File: config.mk
export PLATFORM = sky130hd
export DESIGN_NAME = commit_alloc
export DESIGN_NICKNAME = d
export VERILOG_FILES = /design/src/rtl/commit_alloc_pkg.sv /design/src/rtl/commit_alloc_ring_span_mask.sv /design/src/rtl/commit_alloc.sv
export SDC_FILE = /design/constraint.sdc
export NUM_CORES = 1
export LEC_CHECK = 0
export BUFFER_PORTS_ARGS = -buffer_cell sky130_fd_sc_hd__buf_2
export CORE_MARGIN = 2
export CORE_UTILIZATION = 37
export DETAILED_ROUTE_END_ITERATION = 12
export HOLD_SLACK_MARGIN = 0.12
export PLACE_DENSITY_LB_ADDON = 0.08
export SLEW_MARGIN = 20
export SYNTH_ARGS = -nofsm -noshare
export SYNTH_HDL_FRONTEND = slang
export SYNTH_SLANG_ARGS = --single-unit
File: constraint.sdc
create_clock -name clk -period 5.8 [get_ports clk]
set_input_delay 0.58 -clock clk [delete_from_list [all_inputs] [get_ports clk]]
set_output_delay 0.58 -clock clk [all_outputs]
set_load 0.1 [all_outputs]
File: src/rtl/commit_alloc_pkg.sv
// commit_alloc_pkg: shared commit-ring sizes and pointer/count types
package commit_alloc_pkg;
    localparam int NCOMMIT  = 32;
    localparam int LNCOMMIT = 5;
    localparam int NDEC     = 4;
    typedef logic [LNCOMMIT-1:0] slot_t;
    typedef logic [LNCOMMIT:0]   cnt_t;
endpackage

File: src/rtl/commit_alloc_ring_span_mask.sv
// ring_span_mask: wrapped mask of count slots starting at start on an N-slot ring
module ring_span_mask #(
    parameter int N  = 32,
    parameter int LN = 5
) (
    input  logic [LN-1:0] start,
    input  logic [LN:0]   count,
    output logic [N-1:0]  mask
);
    // slot i is inside the span when its ring distance from start is below count
    for (genvar i = 0; i < N; i++) begin : g_bit
        logic [LN-1:0] off;
        assign off     = LN'(i) - start;
        assign mask[i] = {1'b0, off} < count;
    end
endmodule

File: src/rtl/commit_alloc.sv
// commit_alloc: head/tail allocator for the commit-station ring with retire and flush rollback
module commit_alloc
    import commit_alloc_pkg::*;
(
    input  logic               clk,
    input  logic               reset,
    input  slot_t              alloc_count,
    input  cnt_t               retire_count,
    input  logic               flush,
    input  slot_t              flush_addr,
    output slot_t              next_start,
    output slot_t              current_start,
    output slot_t              current_end,
    output cnt_t               current_available,
    output logic [NCOMMIT-1:0] live_mask,
    output logic               empty,
    output logic               full,
    output logic               alloc_error
);
    slot_t              head, tail, head_n;
    cnt_t               live, rc, ac, live_r, live_f;
    logic               retire_ok, alloc_ok;
    logic [NCOMMIT-1:0] set_mask, clr_mask, flush_mask;

    // legality and effective counts, all from pre-edge state
    always_comb begin
        retire_ok = retire_count <= live;
        alloc_ok  = {1'b0, alloc_count} <= current_available;
        rc        = retire_ok ? retire_count : '0;
        ac        = (!flush && alloc_ok) ? {1'b0, alloc_count} : '0;
        head_n    = head + rc[LNCOMMIT-1:0];
        live_r    = live - rc;
        live_f    = {1'b0, flush_addr - head_n};
    end

    ring_span_mask #(.N(NCOMMIT), .LN(LNCOMMIT)) u_clr (.start(head), .count(rc), .mask(clr_mask));
    ring_span_mask #(.N(NCOMMIT), .LN(LNCOMMIT)) u_set (.start(tail), .count(ac), .mask(set_mask));
    ring_span_mask #(.N(NCOMMIT), .LN(LNCOMMIT)) u_fl  (.start(head_n), .count(live_f), .mask(flush_mask));

    // retire advances head first; flush then rewinds tail, otherwise allocation extends it
    always_ff @(posedge clk) begin
        if (reset) begin
            head        <= '0;
            tail        <= '0;
            live        <= '0;
            live_mask   <= '0;
            alloc_error <= 1'b0;
        end else begin
            head        <= head_n;
            tail        <= flush ? flush_addr : tail + ac[LNCOMMIT-1:0];
            live        <= flush ? live_f : live_r + ac;
            live_mask   <= flush ? flush_mask : (live_mask & ~clr_mask) | set_mask;
            alloc_error <= alloc_error | !retire_ok | (!flush && !alloc_ok);
        end
    end

    assign next_start        = tail;
    assign current_start     = head;
    assign current_end       = tail - 1'b1;
    assign current_available = cnt_t'(NCOMMIT) - live;
    assign empty             = live == '0;
    assign full              = live[LNCOMMIT];
endmodule
### Yosys cells after proc, flatten, opt, wreduce, memory -nomap -nowiden

Index checks and enable logic that the tools add are counted.

| word-level totals | value |
|---|---|
| output and inout bits | 56 |
| flip-flop bits (word level) | 49 |
| bits of input ports | 19 |
| word-level logic and storage cells | 224 |

| cells by class | value |
|---|---|
| bitwise gates (word level) | 5 |
| order comparisons | 98 |
| add/sub/neg operators | 103 |
| reductions and logical operators | 7 |
| muxes and demuxes | 5 |

Operator list:

| cell | count |
|---|---|
| 5-bit < comparator | 64 |
| 5-bit subtractor (first input constant) | 48 |
| 5-bit by 6-bit < comparator with 1-bit output | 32 |
| 4-bit by 5-bit subtractor with 5-bit output (first input constant) | 24 |
| 3-bit by 5-bit subtractor with 5-bit output (first input constant) | 12 |
| 32-bit AND | 1 |
| 32-bit two-way mux | 1 |
| 32-bit NOT | 1 |
| 32-bit OR | 1 |
| 1-bit by 5-bit subtractor with 5-bit output (first input constant) | 6 |
| 2-bit by 5-bit subtractor with 5-bit output (first input constant) | 6 |
| 5-bit two-way mux | 3 |
| 5-bit adder | 2 |
| 6-bit by 5-bit adder with 6-bit output | 1 |
| 5-bit by 6-bit less-or-equal comparator with 1-bit output | 1 |
| 6-bit less-or-equal comparator | 1 |
| 6-bit zero test | 1 |
| 6-bit two-way mux | 1 |
| 6-bit subtractor | 1 |
| 6-bit subtractor (first input constant) | 1 |
| 5-bit by 1-bit subtractor with 5-bit output (second input constant) | 1 |
| 5-bit subtractor | 1 |
| 1-bit zero test | 3 |
| 1-bit logical AND | 2 |
| other kinds (2) | 3 |

### Logic depth before layout (Yosys ltp)

Gate-level depths: netlist of run 1.

| logic depth | value |
|---|---|
| depth after elaboration | 7 |
| depth in mapped cells | 27 |
| depth with buffers taken out | 24 |

### Modules after synthesis

Synthesis of run 1 repeated with hierarchy kept, for this count alone.

| unflattened totals | value |
|---|---|
| cell total of the unflattened synthesis | 1166 |
| area, all modules | 9384.0 µm² |

Modules (own cells, without submodules):

| module | times used | sequential area each (µm²) | area each (µm²) | cells an instance |
|---|---|---|---|---|
| ring_span_mask | 3 | 0.0 | 2058.2 | 259 |
| commit_alloc | 1 | 980.9 | 3209.3 | 389 |

### Worst setup path after synthesis of run 1

OpenSTA, ideal clock, no wires.

| timing path | value |
|---|---|
| path type | reg-to-reg |
| from | reg live[5] |
| to | reg live_mask[26] |
| arrival time | 6486 ps |
| cell stages (with the launch flop) | 25 |
| data required time | 5705 ps |
| setup time | 95 ps |
| path buffers | 4 |
| clock period less this slack | 6581 ps |
| setup slack | -781 ps |
| cell sequence | dfxtp_1 -> inv_1 -> ha_1 -> nand4_1 -> o21bai_1 -> a31o_2 -> nand2_1 -> ha_1 -> or3_1 -> and2_1 -> clkbuf_1 -> inv_1 -> buf_2 -> buf_1 -> ha_1 -> nand2_1 -> a221oi_1 -> a311oi_2 -> xnor2_2 -> xnor2_4 -> clkbuf_1 -> inv_1 -> ha_1 -> a21o_1 -> a221oi_1 |

| on the way | value |
|---|---|
| longest elaborated chain between the ends | 7 |
| elaborated cells on any way between the ends | 16 |
| those cells by class | add/sub (4); order compare (5); mux (3); bitwise (3); reduce/logical (1) |

RTL lines:

| item | line | text |
|---|---|---|
| start, declared | commit_alloc.sv:21 | `cnt_t live, rc, ac, live_r, live_f;` |
| start signal, assigned | commit_alloc.sv:51 | `live <= flush ? live_f : live_r + ac;` |
| parallel branches: the longest is 6 deep, another holds 6-bit less-or-equal comparator | n/a |  |
| 32-bit two-way mux * | commit_alloc.sv:52 | `live_mask <= flush ? flush_mask : (live_mask & ~clr_mask) \| set_mask;` |
| end signal, assigned | commit_alloc.sv:52 |  |
| end, declared | commit_alloc.sv:15 | `output logic [NCOMMIT-1:0] live_mask,` |

Mark *: on every way between the ends.
A chain may end at the register's enable or synchronous reset.

### Worst setup path in the final report of run 1

| timing path | value |
|---|---|
| from | reg live[3] |
| to | reg live_mask[26] |

| on the way | value |
|---|---|
| elaborated cells on any way between the ends | 16 |
| those cells by class | add/sub (4); order compare (5); mux (3); bitwise (3); reduce/logical (1) |

RTL lines:

| item | line | text |
|---|---|---|
| 6-bit less-or-equal comparator * | commit_alloc.sv:27 | `retire_ok = retire_count <= live;` |
| 6-bit two-way mux * | commit_alloc.sv:29 | `rc = retire_ok ? retire_count : '0;` |
| 5-bit adder * | commit_alloc.sv:31 | `head_n = head + rc[LNCOMMIT-1:0];` |
| net head_n[1] | commit_alloc.sv:20 | `slot_t head, tail, head_n;` |
| 5-bit subtractor (on tied branches) | commit_alloc_ring_span_mask.sv:13, commit_alloc.sv:33 |  |
| 5-bit < comparator * | commit_alloc_ring_span_mask.sv:14 | `assign mask[i] = {1'b0, off} < count;` |
| 32-bit two-way mux * | commit_alloc.sv:52 |  |

Mark *: on every way through the listed nets, which the timed path passes. The rest lies on a longest branch.

==> results.py, run 1 <==
metrics = {
    "flow_run": {
        "drv_cap": 0,
    },
    "yosys": {
        "async_flop_share_pct": 0,
        "ys_warn_count": 0,
        "post-synth-top-area-cell": "ha_1",
        "synth_top_area_share_pct": 32.71,
        "synth_seq_cells": 49,
        "ys_types": 54,
        "netlist_top_cells_area": "ha_1, dfxtp_1, xnor2_1",
        "synth_edf_count": 0,
        "synthesis.nets": 1239,
        "yosysSeqAreaShare_pct": 12.16,
        "synth_area_per_cell_um2": 8.070,
        "synthCells": 1000,
        "netlist_area_mm2": 0.008070,
        "ys.flop_type": "dfxtp_1",
    },
    "worst_setup_path": {
        "worstPathRequired_ps": 6010,
        "crit_arrival_ps": 5440,
        "timing.rr.start": "live[3]",
        "critPathLaunch": "live[3]",
        "crit_fanout": 7,
        "worstSetupPathType": "reg -> reg",
        "worstSetupStartpointType": "flip-flop",
        "endpoint_kind": "flip-flop",
    },
    "routing": {
        "drc": 0,
        "antenna_left": 0,
        "dr.first_iter.drc_count": 460,
        "vias_per_cell": 5.157,
        "wl_um": 26550,
        "dr.pass1.iters": 4,
        "avgRoutedWirePerCell_um": 19.59,
        "num_vias": 6988,
    },
    "global_routing": {
        "track_usage_pct": 23.85,
        "gr-total-overflow": 0,
        "first_global_vias": 6892,
        "antenna_found_initial": 1,
        "grt_pass1_wl_um": 41010,
        "grt_max_degree": 58,
    },
    "floorplan": {
        "die_h_um": 151.7,
        "io_pins": 75,
        "start_util_pct": 37.33,
        "die_w_um": 151.7,
        "die-area_mm2": 0.02301,
        "core_area_mm2": 0.02162,
        "num_rows": 54,
    },
    "clock_network": {
        "post_cts_buffers": 0,
        "cts-htree-levels": 2,
        "cts.sinks": 49,
        "clock_latency_ps": 310,
        "clockBufferDepth": 2,
        "cts_made_buffers": 5,
        "cts_hold_buf": 0,
        "cts_resized": 0,
        "cts_root_buf": "clkbuf_16",
        "clk_pin_slew_ps": 80,
        "cts_tree": "built",
    },
    "sta": {
        "holdWs_ps": 522.6,
        "fin_skew_ps": 7.188,
        "hold_viol": 0,
        "rsz0062_at_grt": "no",
        "setup_viol": 0,
        "max_slew_margin_pct": 29.41,
        "final.period_utilization_pct": 90.15,
        "fmax_mhz": 191.3,
        "slew_violations": 0,
        "fin_crit_ps": 5229,
        "tightest_slew_ps": 1052,
    },
    "final_layout": {
        "syn_to_final_growth_pct": 12.00,
        "nets": 1312,
        "drive_gt1_share_pct": 11.73,
    },
    "placed_design": {
        "routabilityCongestion": 0.8396,
        "numPortBuffers": 74,
        "place_hpwl_um": 21610,
    },
    "hold_path": {
        "min-delay-start": "alloc_error",
        "hold_path_class": "reg -> reg",
    },
    "outcome": {
        "status": "completed",
    },
}
## placed cells by master, fill, tap and decap left out, drive strengths merged, types with 3 or more instances in the layout
master  instances
o211ai          6
o21ai          30
fa              9
nor3           14
a311oi         19
a31oi           6
nor2b          12
nand3          10
nor2           61
o22ai           3
and3            3
a21oi         101
xor2           15
nand2b          8
and2            8
dfxtp          49
nand2          47
o21bai         13
ha            211
maj3            9
nor4            5
xnor2          80
a221oi          3
clkbuf          6
a21o           76
buf            97
o21a            6
a211oi         18
or2             3
inv           127
## flip-flops by register name (all words and copies together) (netlist names)
name           flops
current_start      5
next_start         5
live               6
alloc_error        1
live_mask         32
## area by class of cell
class | count | area, um2
Clock inverter | 2 | 37.54
Inverter | 129 | 484.2
Tap cell | 280 | 350.3
Timing Repair Buffer | 97 | 543.0
Antenna cell | 1 | 2.502
Fill cell | 2243 | 12580
Sequential cell | 49 | 984.7
Multi-Input combinational cell | 791 | 6497
Clock buffer | 6 | 138.9
## metal layers
metal / GRT usage (%) / wire [um] / share of wire [%] / vias up
met5: 0 / 0 / 0 / -
met4: 4.861 / 512 / 1.9 / 0
met3: 2.246 / 1010 / 3.8 / 24
met2: 39.05 / 11910 / 45 / 148
met1: 34.05 / 13120 / 49 / 3204
li1: - / - / - / 3612
## kinds of logic (layout without fill, tap and decap cells)
kind of cell | Yosys count | count (layout) | share of synthesized area [%]
xor gates and xnor gates | 94 | 95 | 10.62
adders and majority gates | 229 | 229 | 36.14
and+or+nand+nor | 176 | 176 | 10.05
DFF | 49 | 49 | 12.16
other | 0 | 1 | 0
muxes | 1 | 1 | 0.1240
buffers and inverters | 161 | 234 | 7.566
AOI/OAI and AO/OA | 290 | 290 | 23.35
## Yosys cell counts (all sizes together), types with 3 or more instances
cell type    n
o22ai        3
inv        127
maj3         9
a311oi      19
ha         211
or2          3
and3         3
buf          9
a221oi       3
o211ai       6
and2         8
a31oi        6
fa           9
nor2        61
xor2        15
o21a         6
dfxtp       49
a21oi      101
nand2b       8
nor2b       12
a21o        76
nor3        14
o21bai      13
nor4         5
xnor2       79
nand3       10
o21ai       30
clkbuf      23
a211oi      18
nand2       47
## per-stage QoR
stage	cell area (um2)	utilization (%)	setup slack [ps]	setup TNS [ps]	std cells
after floorplan	8079	-	67.01	0	1000
after global placement	8806	40.73	16.99	0	1340
after detailed placement	8806	40.73	-48.96	-48.96	1340
after CTS	8982	41.55	143.5	0	1348
after global routing	9036	41.79	118.2	0	1354
final	9039	41.81	571.5	0	1355
## path summary, 6_finish.rpt
check | to | depth (start not counted) | slack (ps)
setup reg to reg | live_mask[26] | 19 | 570
setup / recovery | live_mask[26] | 19 | 570
hold reg to reg | alloc_error | 2 | 520
hold / removal | alloc_error | 2 | 520
## critical path, cell delays in order, from the launching register on
cell	delay, ps
dfxtp_1	360
inv_1	110
ha_1	310
a211o_1	290
o211ai_1	110
a31oi_1	150
nor2_1	110
buf_4	150
ha_1	210
fa_1	480
fa_1	460
or2_2	290
a221oi_1	340
a311oi_2	110
xnor2_2	460
xnor2_4	210
inv_1	230
ha_1	350
a21o_1	160
a221oi_1	220
Power of run 1 is not shown: default switching activity piles up to over one toggle a cycle in this logic, so the estimate is an artifact.
==> inputs of run 2 (changes only) <==
--- a/config.mk
+++ b/config.mk
@@ -7,7 +7,7 @@
 export LEC_CHECK = 0
 export BUFFER_PORTS_ARGS = -buffer_cell sky130_fd_sc_hd__buf_2
 export CORE_MARGIN = 2
-export CORE_UTILIZATION = 37
+export CORE_UTILIZATION = 55
 export DETAILED_ROUTE_END_ITERATION = 12
 export HOLD_SLACK_MARGIN = 0.12
 export PLACE_DENSITY_LB_ADDON = 0.08
==> run 2 against run 1 <==
Clock-buffer cell count stayed put. Non-clock buffer count shrank 4. Register-to-register slack worse by 70 ps. First-iteration DRC count down 17%. Critical path depth unchanged. Setup slack got worse by 66 ps. Sequential share of layout area is 0.22 points higher. Final cell count is 7.5% lower. Via count increased by 1.7%. Utilization up 20 points. Clock skew is 1.7 ps higher. Critical endpoint unchanged.
==> results.py, run 2 (synthesis results as in run 1) <==
metrics = {
    "outcome": {
        "status": "completed",
    },
    "final_layout": {
        "syn_to_final_growth_pct": 9.798,
        "nets": 1308,
        "fill_cells": 1331,
        "reg_top3": "live_mask (32), live (6)",
        "largest_register_ffs": 32,
        "mostFrequentLayoutCell": "ha_1",
        "final_cell_mix": "ha_1, inv_1, a21oi_1",
        "regMostFlops": "live_mask",
        "antenna_cells": 0,
        "drive_gt1_share_pct": 11.40,
    },
    "routing": {
        "drc": 0,
        "dr.pass1.iters": 4,
        "vias_per_cell": 5.667,
        "antenna_left": 0,
        "num_vias": 7106,
        "avgRoutedWirePerCell_um": 18.78,
        "dr.first_iter.drc_count": 384,
        "wl_um": 23550,
    },
    "worst_setup_path": {
        "crit_arrival_ps": 5500,
        "worstSetupStartpointType": "flip-flop",
        "worstPathRequired_ps": 6010,
        "endpoint_kind": "flip-flop",
        "crit_fanout": 7,
        "worstSetupPathType": "reg -> reg",
    },
    "sta": {
        "slew_violations": 0,
        "setup_viol": 0,
        "rsz0062_at_grt": "no",
        "fin_skew_ps": 8.875,
        "hold_viol": 0,
        "setup-tns-final_ps": 0,
        "max_slew_margin_pct": 34.83,
        "fin_crit_ps": 5294,
        "tightest_slew_ps": 971.5,
        "fmax_mhz": 188.9,
        "final.period_utilization_pct": 91.28,
    },
    "flow_run": {
        "drv_cap": 0,
    },
    "hold_path": {
        "hold_path_class": "reg -> reg",
    },
    "clock_network": {
        "cts_resized": 0,
        "cts-htree-levels": 2,
        "cts_hold_buf": 0,
        "cts_root_buf": "clkbuf_16",
        "cts_made_buffers": 5,
        "clk_pin_slew_ps": 80,
        "post_cts_buffers": 0,
        "cts.sinks": 49,
        "clock_latency_ps": 310,
        "clockBufferDepth": 2,
        "cts_tree": "built",
    },
    "floorplan": {
        "die_h_um": 125.1,
        "die-area_mm2": 0.01566,
        "start_util_pct": 55.95,
        "die_w_um": 125.1,
        "core_area_mm2": 0.01442,
        "io_pins": 75,
        "num_rows": 44,
    },
    "global_routing": {
        "antenna_found_initial": 0,
        "first_global_vias": 6858,
        "track_usage_pct": 29.87,
        "grt_max_degree": 58,
        "grt_pass1_wl_um": 36920,
        "gr-total-overflow": 0,
    },
    "placed_design": {
        "routabilityCongestion": 0.9055,
        "place_hpwl_um": 18980,
        "numPortBuffers": 74,
    },
}
## run 2: layout make-up
class | instances | area (um2) | share of cell area, %
tap | 184 | 230.2 | 2.598
clock buffer | 6 | 128.9 | 1.454
sequential | 49 | 984.7 | 11.11
multi-input combinational | 791 | 6505 | 73.41
timing repair buffer | 93 | 513.0 | 5.789
inverter | 129 | 484.2 | 5.465
clock inverter | 2 | 15.01 | 0.1694
## run 2: worst max-delay path: stages (launching register included)
cell and delay (ps):
dfxtp_1 370, inv_1 110, ha_1 300, a211o_1 290, o211ai_1 110, a31oi_1 150
nor2_1 320, ha_1 320, fa_1 490, fa_1 470, or2_2 300, a221oi_1 330
a311oi_2 110, xnor2_2 160, buf_4 160, xnor2_4 220, inv_1 220, ha_1 340
a21o_1 160, a221oi_1 230
## run 2: path summary, 6_finish.rpt
check	startpoint	end	slack (ps)	cells after the start
setup / recovery	live[3]	live_mask[26]	510	19
hold / removal	alloc_error	alloc_error	530	2
setup reg to reg	live[3]	live_mask[26]	510	19
hold reg to reg	alloc_error	alloc_error	530	2
## run 2: metrics by stage
step / utilization (%) / hold slack (ps) / area, um2 / cells / worst slack [ps]
finish: 61.43 / 533.1 / 8861 / 1254 / 505.9
global route: 61.43 / 616.1 / 8861 / 1254 / 195.6
CTS: 61.06 / 524.0 / 8807 / 1249 / 128.6
detailed placement: 60.06 / 510.1 / 8663 / 1241 / -80.79
global placement: 60.06 / 534.1 / 8663 / 1241 / 62.76
floorplan: - / 677.2 / 8079 / 1000 / 67.01
## run 2: routing by layer
metal | up-vias | GRT usage [%] | part of all wire (%)
met2 | 198 | 48.66 | 45
li1 | 3612 | - | -
met3 | 28 | 3.466 | 5.3
met1 | 3268 | 41.75 | 47
met5 | - | 0 | 0
met4 | 0 | 8.562 | 2.6
Power of run 2 is left out for the same reason.
==> inputs of run 3 (changes only) <==
--- a/config.mk
+++ b/config.mk
@@ -5,10 +5,12 @@
 export SDC_FILE = /design/constraint.sdc
 export NUM_CORES = 1
 export LEC_CHECK = 0
-export BUFFER_PORTS_ARGS = -buffer_cell sky130_fd_sc_hd__buf_2
+export CELL_PAD_IN_SITES_DETAIL_PLACEMENT = 1
+export CELL_PAD_IN_SITES_GLOBAL_PLACEMENT = 1
 export CORE_MARGIN = 2
-export CORE_UTILIZATION = 55
+export CORE_UTILIZATION = 45
 export DETAILED_ROUTE_END_ITERATION = 12
+export DONT_BUFFER_PORTS = 1
 export HOLD_SLACK_MARGIN = 0.12
 export PLACE_DENSITY_LB_ADDON = 0.08
 export SLEW_MARGIN = 20
==> run 3 against run 2 <==
Setup slack got worse by 100 ps. Clock-buffer cell count is the same. Die area up 21%. Register-to-register slack worse by 100 ps. Final cell count is 1.8% lower. Final area shrank 1.8%. Sequential share of layout area rose by 0.26 points. Via count decreased by 0.77%. Non-clock buffer count fell by 62.
==> results.py, run 3 (synthesis results as in run 1) <==
metrics = {
    "outcome": {
        "status": "completed",
    },
    "routing": {
        "vias_per_cell": 5.723,
        "dr.first_iter.drc_count": 307,
        "num_vias": 7051,
        "avgRoutedWirePerCell_um": 21.68,
        "antenna_left": 0,
        "drc": 0,
        "dr.pass1.iters": 5,
        "wl_um": 26700,
    },
    "final_layout": {
        "post-route-util_pct": 49.98,
        "syn_to_final_growth_pct": 7.860,
        "drive_gt1_share_pct": 6.852,
        "mostFrequentLayoutCell": "ha_1",
        "regMostFlops": "live_mask",
        "antenna_cells": 0,
        "nets": 1246,
        "largest_register_ffs": 32,
        "design_area_mm2": 0.008705,
        "final_cell_mix": "ha_1, inv_1, a21oi_1",
        "reg_top3": "live_mask (32), live (6)",
    },
    "flow_run": {
        "drv_cap": 0,
    },
    "sta": {
        "final.period_utilization_pct": 93.00,
        "worst_slack_ps": 406.1,
        "setup-tns-final_ps": 0,
        "slew_violations": 0,
        "hold_viol": 0,
        "fin_crit_ps": 5394,
        "setup_viol": 0,
        "max_slew_margin_pct": 24.55,
        "fmax_mhz": 185.4,
        "fin_skew_ps": 5.829,
        "tightest_slew_ps": 1130,
    },
    "worst_setup_path": {
        "crit_arrival_ps": 5610,
        "worstSetupPathType": "reg -> reg",
        "r2r_slack_ps": 410,
        "timing.rr.start": "live[3]",
        "reg2reg_to": "live_mask[18]",
        "worstPathRequired_ps": 6020,
        "crit_fanout": 14,
        "ff2ff_path_depth": 21,
        "worstSetupStartpointType": "flip-flop",
        "endpoint_kind": "flip-flop",
    },
    "clock_network": {
        "cts_tree": "built",
        "cts_root_buf": "clkbuf_16",
        "cts.sinks": 49,
        "cts-htree-levels": 2,
        "cts_resized": 0,
        "clk_pin_slew_ps": 70,
        "cts_made_buffers": 5,
        "clockBufferDepth": 2,
        "cts_hold_buf": 0,
        "clock_latency_ps": 310,
        "post_cts_buffers": 0,
    },
    "floorplan": {
        "die-area_mm2": 0.01902,
        "num_rows": 48,
        "io_pins": 75,
        "die_h_um": 137.9,
        "die_w_um": 137.9,
        "start_util_pct": 46.34,
        "core_area_mm2": 0.01742,
    },
    "placed_design": {
        "numPortBuffers": 0,
        "place_hpwl_um": 21700,
        "dpl_worst_slack_ps": -59.19,
        "postPlaceCellArea_mm2": 0.008514,
        "routabilityCongestion": 0.8680,
    },
    "global_routing": {
        "antenna_found_initial": 1,
        "grt_max_degree": 59,
        "first_global_vias": 7016,
        "grt_pass1_wl_um": 40650,
        "gr-total-overflow": 0,
        "track_usage_pct": 28.56,
    },
    "hold_path": {
        "min-delay-start": "reset",
        "holdPathStages": 1,
        "min_to": "live_mask[6]",
        "hold_path_class": "in -> reg",
    },
}
## run 3: cell count changes in the layout (fill, tap and decap cells not counted), moves of 3 or more
cell | previous run | this run
dfxtp_1 | 48 | 44
buf_2 | 74 | 0
dfxtp_2 | 0 | 4
xnor2_2 | 3 | 6
buf_4 | 19 | 29
xnor2_1 | 76 | 73
## run 3: worst max-delay path: stages (launching register included)
cell and delay [ps]:
dfxtp_1 360, inv_1 110, ha_1 310, a211o_1 290, o211ai_1 100, a31oi_1 160
nor2_1 380, ha_1 300, fa_1 480, buf_4 210, inv_1 180, ha_1 270
nand2b_1 90, a21oi_1 70, o22ai_1 170, xnor2_1 80, buf_4 170, inv_1 400
ha_1 340, a21o_1 220, maj3_2 360, a211oi_1 250
## run 3: worst max path at each step
stage                     from  slack (ps)  cells after the start       endpoint
6_report               live[3]         410                     21  live_mask[18]
5_1_grt                live[3]          -4                     22  live_mask[20]
4_1_cts                live[3]          60                     18  live_mask[26]
3_5_place_dp   retire_count[3]         -60                     17  live_mask[26]
3_3_place_gp   retire_count[3]         100                     17  live_mask[26]
2_1_floorplan          live[1]          70                     17        live[5]
## run 3: layer usage
| metal | GRT usage [%] | vias up | share of wire [%] |
|---|---|---|---|
| met2 | 46.34 | 145 | 45 |
| li1 | - | 3487 | - |
| met1 | 38.54 | 3379 | 47 |
| met5 | 0 | - | 0.049 |
| met4 | 8.730 | 2 | 2.9 |
| met3 | 5.080 | 38 | 5.6 |
## run 3: stage by stage
stage	hold WS [ps]	instances
after floorplan	677.2	1000
after global placement	657.3	1222
after detailed placement	660.3	1222
after CTS	334.9	1229
after global routing	330.0	1232
final	344.8	1232
## run 3: layout make-up
| type | instances | area [um2] |
|---|---|---|
| clock inverters | 1 | 7.507 |
| clock buffers | 6 | 138.9 |
| well taps | 225 | 281.5 |
| fillers | 2129 | 8712 |
| inverters | 129 | 484.2 |
| multi-input cells | 791 | 6540 |
| flip-flops and latches | 49 | 989.7 |
| repair buffers | 31 | 262.8 |
Power of run 3 is left out for the same reason.
